`config.mk`:
```
export PLATFORM = sky130hd
export DESIGN_NAME = hsi_com_src_sel
export DESIGN_NICKNAME = d
export VERILOG_FILES = /design/src/rtl/hsi_com_pkg.sv /design/src/rtl/hsi_com_src_sel_fail_cnt.sv /design/src/rtl/hsi_com_src_sel.sv
export SDC_FILE = /design/constraint.sdc
export NUM_CORES = 1
export LEC_CHECK = 0
export ABC_CLOCK_PERIOD_IN_PS = 3200
export BUFFER_PORTS_ARGS = -buffer_cell sky130_fd_sc_hd__buf_2
export CORE_AREA = 8 8 57 59
export CTS_CLUSTER_SIZE = 24
export DETAILED_ROUTE_END_ITERATION = 6
export DIE_AREA = 0 0 65 67
export HOLD_SLACK_MARGIN = 0.06
export PLACE_DENSITY = 0.83
export SYNTH_ARGS = -nofsm -noshare
export SYNTH_HDL_FRONTEND = slang
export SYNTH_SLANG_ARGS = --single-unit
```
`constraint.sdc`:
```
create_clock -name clk -period 3.2 [get_ports clk]
set_input_delay 0.16 -clock clk [delete_from_list [all_inputs] [get_ports clk]]
set_output_delay 0.16 -clock clk [all_outputs]
set_load 0.005 [all_outputs]
```
`src/rtl/hsi_com_pkg.sv`:
```
// Shared types and helpers for the N-channel HSI command-source selector.
package hsi_com_pkg;

  localparam int SWITCH_CNT_W = 8;
  localparam int MAX_CH       = 8;
  localparam int IDX_W        = 3;

  typedef enum logic [1:0] {
    BASE     = 2'd0,
    FAILOVER = 2'd1,
    DEAD     = 2'd2
  } com_state_e;

  typedef struct packed {
    logic             vld;
    logic [IDX_W-1:0] idx;
  } ch_sel_t;

  // First usable line scanning cur+1, cur+2, ... modulo n, never returning cur itself.
  function automatic ch_sel_t next_usable(input logic [IDX_W-1:0] cur,
                                          input logic [MAX_CH-1:0] usable,
                                          input int                n);
    ch_sel_t r;
    int      j;
    r = '0;
    // Walk downwards so the closest candidate is the one left in r.
    for (int k = MAX_CH - 1; k >= 1; k--) begin
      if (k < n) begin
        j = (int'(cur) + k) % n;
        if (usable[j]) begin
          r.vld = 1'b1;
          r.idx = IDX_W'(j);
        end
      end
    end
    return r;
  endfunction

  // First usable line scanning from start itself, then onwards round-robin.
  function automatic ch_sel_t first_usable(input logic [IDX_W-1:0] start,
                                           input logic [MAX_CH-1:0] usable,
                                           input int                n);
    ch_sel_t r;
    if ((int'(start) < n) && usable[start]) begin
      r.vld = 1'b1;
      r.idx = start;
    end else begin
      r = next_usable(start, usable, n);
    end
    return r;
  endfunction

endpackage

```
`src/rtl/hsi_com_src_sel_fail_cnt.sv`:
```
// Per-line consecutive-failure counter; retires the line once MAX_FAILS is reached.
module hsi_com_fail_cnt #(
  parameter int FAIL_W    = 3,
  parameter int MAX_FAILS = 4
) (
  input  logic clk,
  input  logic rst,
  input  logic inc,
  input  logic clr,
  input  logic clr_dead,
  output logic last,
  output logic dead
);

  logic [FAIL_W-1:0] cnt;

  // One more failure on this line would retire it.
  assign last = (cnt >= FAIL_W'(MAX_FAILS - 1));

  // Saturating failure count; dead is sticky until clr_dead or rst.
  always_ff @(posedge clk) begin
    if (rst || clr_dead) begin
      cnt  <= '0;
      dead <= 1'b0;
    end else if (inc) begin
      if (cnt < FAIL_W'(MAX_FAILS)) cnt <= cnt + 1'b1;
      if (last) dead <= 1'b1;
    end else if (clr) begin
      cnt <= '0;
    end
  end

endmodule

```
`src/rtl/hsi_com_src_sel.sv`:
```
// Routes the encoder stream onto one of N_CH idle-high command lines with
// round-robin failover, per-line failure retirement and optional revert.
module hsi_com_src_sel
  import hsi_com_pkg::*;
#(
  parameter  int N_CH      = 2,
  parameter  int MAX_FAILS = 4,
  parameter  int FAIL_W    = 3,
  localparam int CH_W      = $clog2(N_CH)
) (
  input  logic                    clk,
  input  logic                    rst,
  input  logic [CH_W-1:0]         base_ch,
  input  logic                    sticky_mode,
  input  logic [N_CH-1:0]         ch_en_mask,
  input  logic                    switch_req,
  input  logic                    frame_ok,
  input  logic                    frame_to_reply_end,
  input  logic                    clr_dead,
  input  logic                    cd_q,
  output logic [N_CH-1:0]         com,
  output logic [CH_W-1:0]         active_ch,
  output logic                    switched,
  output logic [N_CH-1:0]         dead_mask,
  output logic                    all_dead,
  output logic [SWITCH_CNT_W-1:0] switch_cnt
);

  com_state_e      state;
  logic [CH_W-1:0] base_lat;
  logic [N_CH-1:0] dead_v;
  logic [N_CH-1:0] last_v;
  logic [N_CH-1:0] inc_v;
  logic [N_CH-1:0] clr_v;
  logic [N_CH-1:0] usable;
  logic [N_CH-1:0] usable_after;
  logic            sw_ev;
  ch_sel_t         nu_sw;
  ch_sel_t         fu_base;
  ch_sel_t         fu_clr;

  function automatic logic [SWITCH_CNT_W-1:0] sat_inc(input logic [SWITCH_CNT_W-1:0] v);
    return (v == '1) ? v : v + 1'b1;
  endfunction

  for (genvar i = 0; i < N_CH; i++) begin : g_fail
    assign inc_v[i] = switch_req && !clr_dead && (state != DEAD) && (active_ch == CH_W'(i));
    assign clr_v[i] = frame_ok && !switch_req && !clr_dead && (active_ch == CH_W'(i));

    hsi_com_fail_cnt #(
      .FAIL_W   (FAIL_W),
      .MAX_FAILS(MAX_FAILS)
    ) u_fail_cnt (
      .clk     (clk),
      .rst     (rst),
      .inc     (inc_v[i]),
      .clr     (clr_v[i]),
      .clr_dead(clr_dead),
      .last    (last_v[i]),
      .dead    (dead_v[i])
    );
  end

  // Candidate lines for failover, revert and dead-clear, seen with this cycle's retirement.
  always_comb begin
    usable       = ch_en_mask & ~dead_v;
    usable_after = usable;
    if (switch_req && last_v[active_ch]) usable_after[active_ch] = 1'b0;
    // A disabled active line behaves like a switch request without a failure.
    sw_ev   = (state != DEAD) && (switch_req || !ch_en_mask[active_ch]);
    nu_sw   = next_usable(IDX_W'(active_ch), MAX_CH'(usable_after), N_CH);
    fu_base = first_usable(IDX_W'(base_ch), MAX_CH'(usable), N_CH);
    fu_clr  = first_usable(IDX_W'(base_ch), MAX_CH'(ch_en_mask), N_CH);
  end

  // Line selection state: rst > clr_dead > switch > revert.
  always_ff @(posedge clk) begin
    if (rst) begin
      state      <= BASE;
      active_ch  <= base_ch;
      base_lat   <= base_ch;
      switch_cnt <= '0;
    end else if (clr_dead) begin
      base_lat <= base_ch;
      if (fu_clr.vld) begin
        active_ch <= CH_W'(fu_clr.idx);
        state     <= (CH_W'(fu_clr.idx) == base_ch) ? BASE : FAILOVER;
      end else begin
        active_ch <= base_ch;
        state     <= DEAD;
      end
    end else if (sw_ev) begin
      if (nu_sw.vld) begin
        active_ch  <= CH_W'(nu_sw.idx);
        switch_cnt <= sat_inc(switch_cnt);
        state      <= (CH_W'(nu_sw.idx) == base_lat) ? BASE : FAILOVER;
      end else if (!usable_after[active_ch]) begin
        state <= DEAD;
      end
    end else if ((state == FAILOVER) && frame_to_reply_end && !sticky_mode) begin
      base_lat <= base_ch;
      if (fu_base.vld) begin
        active_ch <= CH_W'(fu_base.idx);
        state     <= (CH_W'(fu_base.idx) == base_ch) ? BASE : FAILOVER;
      end
    end
  end

  // Only the selected line carries cd_q; everything else idles high.
  always_comb begin
    com = '1;
    if (state != DEAD) com[active_ch] = cd_q;
  end

  assign switched  = (state == FAILOVER);
  assign all_dead  = (state == DEAD);
  assign dead_mask = dead_v;

endmodule

```
# ---- After elaboration in Yosys (flattened, before gate mapping)
# Index checks and enable logic that the tools add are counted.
dict set report totals {
  ff_bits 20
  wordCells 133
  input_bits 11
  out_inout_bits 15
}
dict set report op_classes {
  n_eq_ne 12
  mux 55
  n_bitwise 10
  n_reduce_logical 34
  magnitude_cmp 9
  add_sub_neg 5
}
# op count
set op_table {}
lappend op_table {{2-to-1 mux 1 bit} 31}
lappend op_table {{2-to-1 mux 4 bit} 5}
lappend op_table {{2-to-1 mux 2 bit} 9}
lappend op_table {{2-to-1 mux 3 bit} 6}
lappend op_table {{logical AND 1 bit} 13}
lappend op_table {{< comparator 2 x 5 -> 1 bit, second input constant} 2}
lappend op_table {{AND reduction 2 bit} 5}
lappend op_table {{nonzero test 3 bit} 3}
lappend op_table {{adder 8 x 1 -> 8 bit, second input constant} 1}
lappend op_table {{equality test 8 bit, second input constant} 1}
lappend op_table {{nonzero test 4 bit} 2}
lappend op_table {{adder 3 x 1 -> 3 bit, second input constant} 2}
lappend op_table {{binary-select mux 1 bit (select 2 bit)} 3}
lappend op_table {{greater-or-equal comparator 3 x 2 -> 1 bit, second input constant} 2}
lappend op_table {{< comparator 3 bit, second input constant} 2}
lappend op_table {{!= test 2 bit, second input constant} 3}
lappend op_table {{AND reduction 3 bit} 2}
lappend op_table {{AND 2 bit} 2}
lappend op_table {{logical NOT 1 bit} 4}
lappend op_table {{< comparator 1 x 4 -> 1 bit, second input constant} 1}
lappend op_table {{!= test 4 x 3 -> 1 bit, second input constant} 1}
lappend op_table {{!= test 4 bit, second input constant} 1}
lappend op_table {{inverter 2 bit} 2}
lappend op_table {{AND reduction 4 bit} 1}
lappend op_table {{other kinds (13)} 21}

# ---- Longest topological paths before layout
dict set report depth {
  word_depth 16
  mapped_depth 7
  depth_no_buf 7
}

# ---- Hierarchy
# Synthesis repeated with hierarchy kept, for this count alone.
dict set report unflattened {
  hier_cells 157
  area_unflattened_um2 1300.0
}
# mod n_inst cells_per_inst area_per_inst_um2 seq_area_each_um2
set by_module_without_submodules {}
lappend by_module_without_submodules {hsi_com_src_sel 1 115 917.1 260.2}
lappend by_module_without_submodules {hsi_com_fail_cnt 2 21 191.4 80.1}

# ---- Worst setup path after synthesis
# OpenSTA, ideal clock, no wires.
dict set report synth_timing {
  path_type {flip-flop to flip-flop}
  start {register g_fail[0].u_fail_cnt.cnt[0]}
  end {register state[1]}
  n_path_buf 0
  period_less_slack_ns 1.875
  path_stages_with_launch 8
  setup_slack_ns 1.325
  arrival_time_ns 1.756
  t_required_ns 3.081
  setup_time_ns 0.119
  cell_sequence {dfxtp_1 > ha_1 > ha_1 > a2111oi_2 > a21oi_1 > a2111oi_2 > a21oi_1 > o221a_1}
}
dict set report synth_between {
  elab_chain_cells 12
  word_cells_on_any_way 16
  classes_between {1 x order compare; 1 x eq/ne; 12 x mux; 2 x reduce/logical}
}
# item line
set synth_rtl {}
lappend synth_rtl {{start: declaration} hsi_com_src_sel_fail_cnt.sv:15} ;# logic [FAIL_W-1:0] cnt;
lappend synth_rtl {{start signal: assignment} hsi_com_src_sel_fail_cnt.sv:26} ;# if (cnt < FAIL_W'(MAX_FAILS)) cnt <= cnt + 1'b1;
lappend synth_rtl {{greater-or-equal comparator 3 x 2 -> 1 bit *} hsi_com_src_sel_fail_cnt.sv:18} ;# assign last = (cnt >= FAIL_W'(MAX_FAILS - 1));
lappend synth_rtl {{2-to-1 mux 1 bit (not written as such) * (2 in series)} hsi_com_src_sel.sv:68} ;# if (switch_req && last_v[active_ch]) usable_after[active_ch] = 1'b0;
lappend synth_rtl {{logical AND 1 bit *} hsi_com_src_sel.sv:68}
lappend synth_rtl {{2-to-1 mux 2 bit *} hsi_com_src_sel.sv:68}
lappend synth_rtl {{binary-select mux 1 bit (select 2 bit)} hsi_com_pkg.sv:30} ;# if (usable[j]) begin
lappend synth_rtl {{2-to-1 mux 1 bit (not written as such) (2 in series)} hsi_com_pkg.sv:30}
lappend synth_rtl {{2-to-1 mux 4 bit} hsi_com_pkg.sv:30}
lappend synth_rtl {{2-to-1 mux 2 bit} hsi_com_src_sel.sv:93} ;# if (nu_sw.vld) begin
lappend synth_rtl {{2-to-1 mux 2 bit} hsi_com_src_sel.sv:92} ;# end else if (sw_ev) begin
lappend synth_rtl {{2-to-1 mux 2 bit} hsi_com_src_sel.sv:83} ;# end else if (clr_dead) begin
lappend synth_rtl {{end signal: assignment} hsi_com_src_sel.sv:87} ;# state <= (CH_W'(fu_clr.idx) == base_ch) ? BASE : FAILOVER;
lappend synth_rtl {{end signal: assignment} hsi_com_src_sel.sv:96} ;# state <= (CH_W'(nu_sw.idx) == base_lat) ? BASE : FAILOVER;
lappend synth_rtl {{end signal: assignment} hsi_com_src_sel.sv:104} ;# state <= (CH_W'(fu_base.idx) == base_ch) ? BASE : FAILOVER;
lappend synth_rtl {{end: declaration} hsi_com_src_sel.sv:29} ;# com_state_e state;
# Every way passes the cells marked *; elsewhere a longest branch is shown, timed or not. The select of a mux whose other input is x is not followed.
# A chain may end at the register's enable or synchronous reset.

# ---- Final worst setup path
dict set report layout_timing {
  start {register active_ch}
  end {register state[0]}
}
dict set report layout_between {
  elab_chain_cells 16
  word_cells_on_any_way 33
  classes_between {1 x add/sub; 2 x order compare; 2 x eq/ne; 17 x mux; 3 x bitwise; 8 x reduce/logical}
}
# item line
set layout_rtl {}
lappend layout_rtl {{start: declaration} hsi_com_src_sel.sv:22} ;# output logic [CH_W-1:0] active_ch,
lappend layout_rtl {{start signal: assignment} hsi_com_src_sel.sv:80} ;# active_ch <= base_ch;
lappend layout_rtl {{start signal: assignment} hsi_com_src_sel.sv:86} ;# active_ch <= CH_W'(fu_clr.idx);
lappend layout_rtl {{start signal: assignment} hsi_com_src_sel.sv:89} ;# active_ch <= base_ch;
lappend layout_rtl {{< comparator 1 x 2 -> 1 bit (not written as such) or greater-or-equal comparator 1 bit (tied branches)} hsi_com_src_sel.sv:68}
lappend layout_rtl {{logical AND 1 bit (not written as such)} hsi_com_src_sel.sv:68}
lappend layout_rtl {{2-to-1 mux 1 bit (not written as such)} hsi_com_src_sel.sv:68}
lappend layout_rtl {{demux 1 bit (select 1 bit)} hsi_com_src_sel.sv:68}
lappend layout_rtl {{inverter 2 bit (no line)} -}
lappend layout_rtl {{AND 2 bit (no line)} -}
lappend layout_rtl {{2-to-1 mux 2 bit} hsi_com_src_sel.sv:68}
lappend layout_rtl {{binary-select mux 1 bit (select 2 bit)} hsi_com_pkg.sv:30}
lappend layout_rtl {{2-to-1 mux 1 bit (not written as such) (2 in series)} hsi_com_pkg.sv:30}
lappend layout_rtl {{2-to-1 mux 4 bit} hsi_com_pkg.sv:30}
lappend layout_rtl {{equality test 1 bit} hsi_com_src_sel.sv:96}
lappend layout_rtl {{2-to-1 mux 1 bit} hsi_com_src_sel.sv:96}
lappend layout_rtl {{2-to-1 mux 2 bit} hsi_com_src_sel.sv:93}
lappend layout_rtl {{2-to-1 mux 2 bit} hsi_com_src_sel.sv:92}
lappend layout_rtl {{2-to-1 mux 2 bit} hsi_com_src_sel.sv:83}
# Several ways; a longest one is shown, not always the timed one. The select of a mux whose other input is x is not followed.

==> flow_summary.toml <==
[global_route]
grt_overflow = 0
grt_max_degree = 17
grtUsageTotal_pct = 14.5
use_met1_pct = 15.5
grtUsageMet3_pct = 3.52
busiest_layer = "met2"
grt_pass1_vias = 1144
use_met2_pct = 25.8
grt_pass1_wl_mm = 5.00
antenna_found_initial = 0

[power]
power.net_switching_uw = 159
comb_power_share_pct = 21.1
p_per_area_nw_per_um2 = 375
seqPwrFrac_pct = 51.6
clkPwrFrac_pct = 27.3
swShare_pct = 29.3
p_int_uw = 384
p_leak_uw = 0.000605
vdd_drop_max_mv = 0.294

[cells_and_area]
drive_above_1_share_pct = 23.4
diodes = 0
nNetsFinal = 188
fin_area_um2 = 1450
fin_cells = 201
area_growth_pct = 12.4

[sta]
fmax_ghz = 0.475
rsz0062_at_grt = "false"
finalWorstSetupSlack_ns = 1.09
hold_violations = 0
period_needed_ns = 2.11
hold_ws_ns = 0.0987
slew_headroom_pct = 61.0
clock-skew-final_ns = 0.00763
tns_ns = 0
worst_slew_pin_slew_ns = 0.585
period_share_pct = 65.8
setup_viol = 0
drv_slew = 0

[critical_path]
path_class = "flip-flop to flip-flop"
crit_fanout = 16
crit_path_start_kind = "flip-flop"
cp.required_ns = 3.41
worstRegToRegCells = 5
reg2reg_slack_ns = 1.09
critPathLaunch = "active_ch$_DFFE_PP_"
crit_path_end = "state[0]$_SDFFE_PP0P_"
reg2reg_from = "active_ch$_DFFE_PP_"
r2r-end = "state[0]$_SDFFE_PP0P_"
cp_data_arrival_time_ns = 2.32
critPathCaptureType = "flip-flop"

[floorplanning]
chipHeight_um = 67
core_area_um2 = 2360
dieWidth_um = 65
pin_count = 26
rows = 18
start_util_pct = 54.4
die-area_um2 = 4360

[cts]
cts_setup_buffers = 0
clock_path_buffers = 2
insertion_delay_ns = 0.31
cts_tree = "yes"
cts_made_buffers = 3
cts_hold_buffers = 0
ctsResizeCount = 0
cts.clk_slew.worst_paths_ns = 0.10
cts_max_level = 1
cts.sinks = 20
cts_root_buf = "clkbuf_4"

[logic_synthesis]
ys_ff_latch = 20
synth_xor_area_share_pct = 4.08
synth_area_leaders = "dfxtp_1 (28%), nor2_1 (5.2%), ha_1 (4.9%)"
syn-num-nets = 164
synth_common_cells = "dfxtp_1 (18), nor2_1 (18), a21oi_1 (10), inv_1 (10), nand2_1 (10)"
synth-compound-area-share_pct = 18.9
synth_adder_area_share_pct = 5.64
ys_types = 54
muxShareOfSynthArea_pct = 4.66
synth_top_area_cell = "dfxtp_1"
syn_inst = 148
synth_top_family_by_area = "simple AND/OR/NAND/NOR gates"
synth_top_area_share_pct = 28.0
yosys.area_share.simple_pct = 28.2
ys.flop_type = "dfxtp_1"
yosysWarnings = 0
async_reset_ff_share_pct = 0
netlist_area_um2 = 1290
yosysSeqAreaShare_pct = 32.7
syn_area_per_cell_um2 = 8.70
synth_edf_count = 2

[placed_design]
dp_slack_ns = 1.13
port_buffers = 25
dpl_cell_area_um2 = 1410
dpl.hpwl_mm = 2.34
gp_congestion = 0.981
placedCellCount = 197

[route]
first_pass_iters = 4
drt_iter0_markers = 35
wirelength_mm = 2.97
wl_per_cell_um = 14.8
num_vias = 1175
viasPerCell = 5.85
antenna_left = 0
drc = 0

[run]
maxCapViolCount = 0

[hold_path]
min_path_type = "primary input to flip-flop"
worstHoldPathCells = 1

[status]
status = "finished, final reports clean"
critical path: stages (launching register included):
cell,delay (ns)
edfxtp_1,0.65
mux2i_2,0.29
o211ai_4,0.39
o22ai_1,0.16
or3_1,0.39
o211a_1,0.13
routing by layer:
metal | vias up | share of wire (%)
met5 | - | 0
met1 | 563 | 43
met4 | 0 | 1.9
met3 | 5 | 4.8
met2 | 27 | 50
li1 | 580 | -
flip-flops by register name, indices dropped and copies added, names as in the netlist:
signal	cells
switch_cnt	8
g_fail.u_fail_cnt.cnt	6
g_fail.u_fail_cnt.dead	2
state	2
active_ch	1
base_lat	1
layout make-up:
| class | count | area (um2) |
|---|---|---|
| fill | 223 | 917 |
| inverter | 10 | 37.5 |
| sequential | 20 | 420 |
| multi-input combinational | 112 | 791 |
| tap | 30 | 37.5 |
| clock buffer | 4 | 36.3 |
| timing repair buffer | 25 | 125 |
stage by stage:
step                      total power, uW  util, %
after floorplan                       366        -
after global placement                396     59.7
after detailed placement              400     59.7
after CTS                             549     61.2
after global routing                  575     61.2
final                                 543     61.2
placed cells by master (no fill, tap or decap), drive strengths merged, types with 2 or more instances in the layout:
master   netlist  routed
and4           2       2
a2111oi        2       2
a21oi         10      10
and3           2       2
nand3b         2       2
nand2b         2       2
dfxtp         18      18
nor2          18      18
ha             5       5
edfxtp         2       2
xnor2          5       5
nand4          2       2
o22ai          2       2
nor4           5       5
o21ai          4       4
buf            4      25
nor4b          2       2
o211ai         2       2
mux2           2       2
clkbuf         2       4
or3            4       4
mux2i          3       3
inv           10      10
nand3          4       4
o21a           2       2
nand2         10      10
nor3           3       3
and2b          2       2
worst min-delay path by stage:
stage	endpoint	slack, ns	from
detailed placement	base_lat$_DFFE_PP_	0.41	base_ch
global placement	base_lat$_DFFE_PP_	0.40	base_ch
finish	base_lat$_DFFE_PP_	0.1	base_ch
floorplan	base_lat$_DFFE_PP_	0.26	base_ch
CTS	base_lat$_DFFE_PP_	0.08	base_ch
global route	base_lat$_DFFE_PP_	0.08	base_ch
power by group through the flow:
stage	clock network (uW)	logic [uW]	registers, uW
6_report	148	114	280
5_1_grt	168	126	282
4_1_cts	154	115	280
3_5_place_dp	0	114	286
3_3_place_gp	0	111	285
2_1_floorplan	0	90.0	276
logic make-up (layout without fill, tap and decap cells):
family,count (synthesis),after routing
AOI/OAI and AO/OA,32,32
muxes,5,5
buffers and inverters,16,39
xor gates and xnor gates,6,6
and+or+nand+nor,63,63
DFF,20,20
adders and majority gates,6,6
No activity file was read; power rests on OpenSTA's default activity.
